## config.mk

```make
export PLATFORM = sky130hd
export DESIGN_NAME = rs485_frame_receiver
export DESIGN_NICKNAME = d
export VERILOG_FILES = /design/src/rtl/rs485_frame_receiver.sv
export SDC_FILE = /design/constraint.sdc
export NUM_CORES = 1
export LEC_CHECK = 0
export CAP_MARGIN = 20
export CORE_ASPECT_RATIO = 1.4
export CORE_MARGIN = 10
export CORE_UTILIZATION = 52
export CTS_CLUSTER_SIZE = 14
export DETAILED_ROUTE_END_ITERATION = 8
export PLACE_DENSITY = 0.8
export RECOVER_POWER = 25
export SYNTH_ARGS = -nofsm -noshare
export SYNTH_HDL_FRONTEND = slang
export SYNTH_SLANG_ARGS = --single-unit
```

## constraint.sdc

```tcl
create_clock -name clk -period 3.3 [get_ports clk]
set_input_delay 0.33 -clock clk [delete_from_list [all_inputs] [get_ports clk]]
set_output_delay 0.33 -clock clk [all_outputs]
set_load 0.01 [all_outputs]
```

## src/rtl/rs485_frame_receiver.sv

```systemverilog
// RS485 slave receiver: oversampled 11-bit deframer with address filter.
// Accepted bytes leave as one-cycle pulses; addr_match gates the replier.
module rs485_frame_receiver #(
  parameter int unsigned CLKS_PER_BIT = 16,
  parameter logic [7:0]  SLAVE_ADDR   = 8'h01,
  parameter logic [7:0]  BCAST_ADDR   = 8'hFF
) (
  input  logic       clk,
  input  logic       reset,
  input  logic       rx,
  output logic [7:0] rx_data,
  output logic       rx_valid,
  output logic       rx_is_addr,
  output logic       addr_match,
  output logic       bcast,
  output logic       frame_err,
  output logic       busy
);

  localparam int CW = $clog2(CLKS_PER_BIT);
  localparam logic [CW-1:0] HALF = CW'(CLKS_PER_BIT / 2 - 1);
  localparam logic [CW-1:0] FULL = CW'(CLKS_PER_BIT - 1);

  typedef enum logic [2:0] {
    IDLE,
    START,
    DATA,
    MODE,
    STOP,
    BREAK
  } state_t;

  state_t        state, state_n;
  logic [CW-1:0] cnt, cnt_n;
  logic [2:0]    idx, idx_n;
  logic [7:0]    shift, shift_n;
  logic          mode_q, mode_n;
  logic          sync1, rx_s;

  logic [7:0]    data_n;
  logic          valid_n, is_addr_n;
  logic          match_n, bcast_n, err_n;
  logic          bit_end;

  assign busy    = (state != IDLE);
  assign bit_end = (cnt == FULL);

  // two-flop synchronizer; idles high so reset never fakes a start bit
  always_ff @(posedge clk) begin
    if (reset) begin
      sync1 <= 1'b1;
      rx_s  <= 1'b1;
    end else begin
      sync1 <= rx;
      rx_s  <= sync1;
    end
  end

  // state, counters and registered outputs
  always_ff @(posedge clk) begin
    if (reset) begin
      state      <= IDLE;
      cnt        <= '0;
      idx        <= '0;
      shift      <= '0;
      mode_q     <= 1'b0;
      rx_data    <= '0;
      rx_valid   <= 1'b0;
      rx_is_addr <= 1'b0;
      addr_match <= 1'b0;
      bcast      <= 1'b0;
      frame_err  <= 1'b0;
    end else begin
      state      <= state_n;
      cnt        <= cnt_n;
      idx        <= idx_n;
      shift      <= shift_n;
      mode_q     <= mode_n;
      rx_data    <= data_n;
      rx_valid   <= valid_n;
      rx_is_addr <= is_addr_n;
      addr_match <= match_n;
      bcast      <= bcast_n;
      frame_err  <= err_n;
    end
  end

  // next-state, bit sampling and address filter
  always_comb begin
    state_n   = state;
    cnt_n     = cnt;
    idx_n     = idx;
    shift_n   = shift;
    mode_n    = mode_q;
    data_n    = rx_data;
    valid_n   = 1'b0;
    is_addr_n = rx_is_addr;
    match_n   = addr_match;
    bcast_n   = bcast;
    err_n     = 1'b0;

    unique case (state)
      IDLE: begin
        cnt_n = '0;
        if (!rx_s) begin
          state_n = START;
        end
      end
      START: begin
        if (cnt == HALF) begin
          cnt_n   = '0;
          idx_n   = '0;
          state_n = rx_s ? IDLE : DATA;
        end else begin
          cnt_n = cnt + CW'(1);
        end
      end
      DATA: begin
        if (bit_end) begin
          cnt_n          = '0;
          shift_n[idx]   = rx_s;
          if (idx == 3'd7) begin
            state_n = MODE;
          end else begin
            idx_n = idx + 3'd1;
          end
        end else begin
          cnt_n = cnt + CW'(1);
        end
      end
      MODE: begin
        if (bit_end) begin
          cnt_n   = '0;
          mode_n  = rx_s;
          state_n = STOP;
        end else begin
          cnt_n = cnt + CW'(1);
        end
      end
      STOP: begin
        if (bit_end) begin
          cnt_n = '0;
          if (rx_s) begin
            state_n = IDLE;
            if (mode_q) begin
              if (shift == SLAVE_ADDR) begin
                match_n   = 1'b1;
                bcast_n   = 1'b0;
                valid_n   = 1'b1;
                is_addr_n = 1'b1;
                data_n    = shift;
              end else if (shift == BCAST_ADDR) begin
                match_n   = 1'b1;
                bcast_n   = 1'b1;
                valid_n   = 1'b1;
                is_addr_n = 1'b1;
                data_n    = shift;
              end else begin
                match_n = 1'b0;
                bcast_n = 1'b0;
              end
            end else if (addr_match) begin
              valid_n   = 1'b1;
              is_addr_n = 1'b0;
              data_n    = shift;
            end
          end else begin
            err_n   = 1'b1;
            state_n = BREAK;
          end
        end else begin
          cnt_n = cnt + CW'(1);
        end
      end
      BREAK: begin
        cnt_n = '0;
        if (rx_s) begin
          state_n = IDLE;
        end
      end
      default: begin
        state_n = IDLE;
        cnt_n   = '0;
      end
    endcase
  end

endmodule

```

* Yosys cells after proc, flatten, opt, wreduce, memory -nomap -nowiden
Index checks and enable logic that the tools add are counted.
** Storage, ports and cells
- Flip-flop bits (word level) :: 34
- Input bits :: 3
** Operators by class
- Add/sub/neg operators :: 2
- Order comparisons :: 2
- Equality and inequality tests :: 19
- Mux-type cells :: 34
- Bitwise gates (word level) :: 3
- Reductions and logical operators :: 14
** Operators by type and width (count)
- $mux 3 :: 11
- $mux 8 :: 4
- $pmux 3 s6 :: 1
- $ne 2x2->1 const B :: 8
- $mux 1 :: 11
- $eq 3x3->1 const B :: 3
- $bwmux 8 :: 1
- $eq 8x1->1 const B :: 1
- $eq 8x8->1 const B :: 1
- $mux 4 :: 2
- $pmux 4 s2 :: 1
- $reduce_and 4->1 :: 2
- $reduce_and 7->1 :: 1
- $eq 3x2->1 const B :: 2
- $pmux 3 s2 :: 1
- $reduce_or 3->1 :: 2
- $reduce_and 5->1 :: 1
- $add 4x1->4 const B :: 1
- $eq 4x3->1 const B :: 1
- $eq 4x4->1 const B :: 1
- $lt 3x4->1 const B :: 1
- $reduce_and 2->1 :: 2
- $reduce_bool 2->1 :: 2
- $reduce_or 4->1 :: 1
- other kinds (10) :: 12

* Longest topological paths before layout
- Word-level depth :: 5
- Depth in mapped cells :: 6

* Least setup slack after synthesis
No wires, ideal clock.
- Kind :: flip-flop to flip-flop
- From :: register idx[0]
- To :: register idx[0]
- Library setup time :: 0.071 ns
- Data arrival time :: 1.642 ns
- Required time :: 3.229 ns
- Path slack :: 1.588 ns
- Stages on the path, launching flop included :: 7
- Buffers on the path :: 0
- Clock period less this slack :: 1.712 ns
- Path through :: dfxtp_1 > ha_1 > ha_1 > nand4bb_1 > a211o_1 > or3b_1 > a21oi_1
** On the way
- Word-level cells in the longest chain between the ends :: 4
** Ends and longest elaborated chain
- start: declaration :: RTL line 35 : logic [2:0] idx, idx_n;
- start signal: assignment :: RTL line 76 : idx <= idx_n;
- $add 3x1->3 :: RTL line 125 : idx_n = idx + 3'd1;
- $mux 3 :: RTL line 122 : if (idx == 3'd7) begin
- $mux 3 :: RTL line 119 : if (bit_end) begin
- $pmux 3 s2 :: RTL line 102 : unique case (state)
Several ways; a longest one is shown, not always the timed one. The select of a mux whose other input is x is not followed.
A chain may end at the register's enable or synchronous reset.

* Worst setup path after layout
- From :: register cnt[0]
- To :: register rx_data[7]
** On the way
- Word-level cells in the longest chain between the ends :: 2
** Ends and longest elaborated chain
- start: declaration :: RTL line 34 : logic [CW-1:0] cnt, cnt_n;
- start signal: assignment :: RTL line 75 : cnt <= cnt_n;
- $eq 4x4->1 :: RTL line 46 : assign bit_end = (cnt == FULL);
- $reduce_and 5->1 (no line)
- end signal: assignment :: RTL line 79 : rx_data <= data_n;
- end: declaration :: RTL line 11 : output logic [7:0] rx_data,
Every way passes these cells.

==> flow_metrics.tcl <==
set metrics [dict create \
    critPathBufInv 1 \
    fin_cells 244 \
    slowest_stage "and3_1" \
    clock_path_buffers 2 \
    report.final.slew_viol_count 0 \
    wl_met1_um 1670 \
    grt_max_degree 26 \
    fmax_ghz 0.444 \
    antenna_found_initial 0 \
    hold_violations 0 \
    synth_enable_flop_cells 0 \
    cts_resized 0 \
    ant_nets 0 \
    top_layer_used "met4" \
    syn_avg_cell_area_um2 8.76 \
    io_pins 17 \
    cts_setup_buffers 0 \
    core-area_um2 3120 \
    dp.cells 235 \
    met3WireLength_um 189 \
    wire_per_inst_um 16.5 \
    cts-htree-levels 2 \
    max_stage_delay_ns 0.41 \
    synthAdderAreaFrac 0.0222 \
    crit_fanout 11 \
    cts.hold.buffers_added 0 \
    tightestPinTransition_ns 1.06 \
    synth-xor-area-share 0.0104 \
    cts.clk_slew.worst_paths_ns 0.07 \
    wirelength_um 4030 \
    async_reset_ff_frac 0 \
    arrival_ns 2.42 \
    crit_path_start_kind "flop" \
    synth_nets 199 \
    cap_violations 0 \
    synthSimpleGateAreaFrac 0.266 \
    required_ns 3.47 \
    cts-root-buf "clkbuf_8" \
    fp.dieH_um 87.5 \
    synth.area.mux_share 0.0533 \
    final.period_utilization 0.683 \
    ys_ff_latch 34 \
    grt_pass1_vias 1504 \
    grt-ovfl-total 0 \
    leakage_nw 0.631 \
    antenna_cells 0 \
    final_nets 210 \
    ys_warn_count 0 \
    start_util 0.541 \
    layout-drive-gt1-share 0.0732 \
    die_area_um2 5960 \
    synth_top_family_by_area "simple AND/OR/NAND/NOR gates" \
    drtPass1Iterations 4 \
    drt-initial-drc-count 107 \
    status "finished clean" \
    path_cells "ha_1, and3_1, o2111ai_1, buf_4, a311o_1, o311ai_0" \
    syn_to_final_growth_pct 15.5 \
    rsz0062_at_grt "false" \
    setup_violations 0 \
    period_minus_slack_ns 2.25 \
    row_count 24 \
    ys_seq_area_frac 0.403 \
    io_buffers 16 \
    dr_total_vias 1539 \
    drc 0 \
    min_path_type "reg2reg" \
    finalSetupTns_ns 0 \
    die_w_um 68.2 \
    synth_ff_type "dfxtp_1" \
    cp-end-kind "flop" \
    relSlewSlack 0.296 \
    cts_tree "yes" \
    grt_pass1_wl_um 6840 \
    crit_type "reg2reg" \
    path_delay_family "compound AO/OA/AOI/OAI gates" \
    fin_skew_ns 0.00414 \
    synth_cell_type_count 44 \
    dp_hpwl_um 2840 \
    grt.total_usage 0.147 \
    cts.sink_count 34 \
    clk_latency_ns 0.29 \
    synth_compound_area_frac 0.205 \
    vdd_ir_drop_max_uv 291 \
    globalplace.congestion 0.771 \
    numCtsBuffers 5 \
    viasPerCell 6.31 \
    wl_met2_um 2100 \
    synth_cells 193 \
    netlist_area_um2 1690 \
    p_per_area_nw_per_um2 388 \
]
==> placed cells by master (no fill, tap or decap), drive strengths merged, types with 6 or more instances in the layout <==
master          n
o21ai           6
dfxtp          34
o311ai          8
mux2i           9
nor2           12
a311o           7
nand3          11
dlygate4sd3     8
clkdlybuf4s50   8
a21oi           7
clkbuf          7
nand2          26
==> layout make-up <==
class | count | area, um^2
clock buffer | 6 | 82.6
clock inverter | 2 | 12.5
fill | 272 | 1170
inverter | 4 | 15.0
multi-input combinational | 141 | 941
sequential | 34 | 681
tap | 39 | 48.8
timing repair buffer | 18 | 171
==> through the flow <==
| step | total power, mW | instance area [um^2] | hold slack [ns] | setup WS [ns] | utilization |
|---|---|---|---|---|---|
| after floorplan | 0.440 | 1690 | 0.389 | 1.59 | - |
| after global placement | 0.447 | 1850 | 0.393 | 1.11 | 0.593 |
| after detailed placement | 0.449 | 1850 | 0.395 | 0.930 | 0.593 |
| after CTS | 0.765 | 1950 | 0.411 | 0.921 | 0.624 |
| after global routing | 0.787 | 1950 | 0.423 | 0.830 | 0.625 |
| final | 0.758 | 1950 | 0.410 | 1.05 | 0.625 |
==> Yosys cell counts, types with 2 or more instances <==
cell       count  area share
a21oi_1        7       0.021
nor3b_1        4       0.018
o31ai_1        2      0.0089
dfxtp_1       34        0.40
o311ai_0       8       0.041
or2_2          5       0.019
nand2_1       26       0.058
a211o_1        2       0.010
nor3_1         2      0.0059
o21ai_0        6       0.018
clkbuf_1      11       0.024
buf_1          2      0.0044
nor4b_1        2       0.010
a2111oi_0      2       0.010
o2111ai_1      2       0.010
nand4_1        3       0.011
or3b_1         4       0.021
a311o_1        7       0.041
a311oi_1       2       0.010
xnor2_1        2       0.010
nand4b_1       2       0.010
ha_1           3       0.022
inv_1          3      0.0067
nand3b_1       2      0.0089
nand3_1       11       0.033
mux2i_1        9       0.053
nand4bb_1      2       0.013
nor2_1        12       0.027
==> final timing paths <==
path	slack, ns	depth (start not counted)	startpoint	to
hold reg to reg	0.41	1	sync1	rx_s
hold / removal	0.41	1	sync1	rx_s
setup reg to reg	1.05	6	cnt[0]	rx_data[7]
setup / recovery	1.05	6	cnt[0]	rx_data[7]
==> where the power goes <==
| part | internal, mW | switching [mW] | total, mW |
|---|---|---|---|
| combinational | 0.00823 | 0.0132 | 0.0214 |
| clock | 0.168 | 0.152 | 0.319 |
| sequential | 0.413 | 0.00452 | 0.417 |
| total | 0.588 | 0.170 | 0.758 |
==> flip-flops by register name, summed over array words and instances (netlist names) <==
| signal | cells |
|---|---|
| idx | 3 |
| rx_is_addr | 1 |
| rx_s | 1 |
| shift | 8 |
| mode_q | 1 |
| addr_match | 1 |
| state | 3 |
| sync1 | 1 |
| frame_err | 1 |
| rx_valid | 1 |
| bcast | 1 |
| rx_data | 8 |
| cnt | 4 |
==> per-layer routing <==
layer | vias to the layer above | global-route usage
li1 | 749 | -
met1 | 731 | 0.151
met2 | 47 | 0.254
met3 | 12 | 0.0515
met4 | 0 | 0.0679
met5 | - | 0
==> cell families (layout without fill, tap and decap cells) <==
group / after synthesis / after routing
muxes: 9 / 9
and+or+nand+nor: 82 / 82
buffers and inverters: 18 / 30
DFF: 34 / 34
adders and majority gates: 3 / 3
xor gates and xnor gates: 2 / 2
AOI/OAI and AO/OA: 45 / 45
No activity file was read; power rests on OpenSTA's default activity.
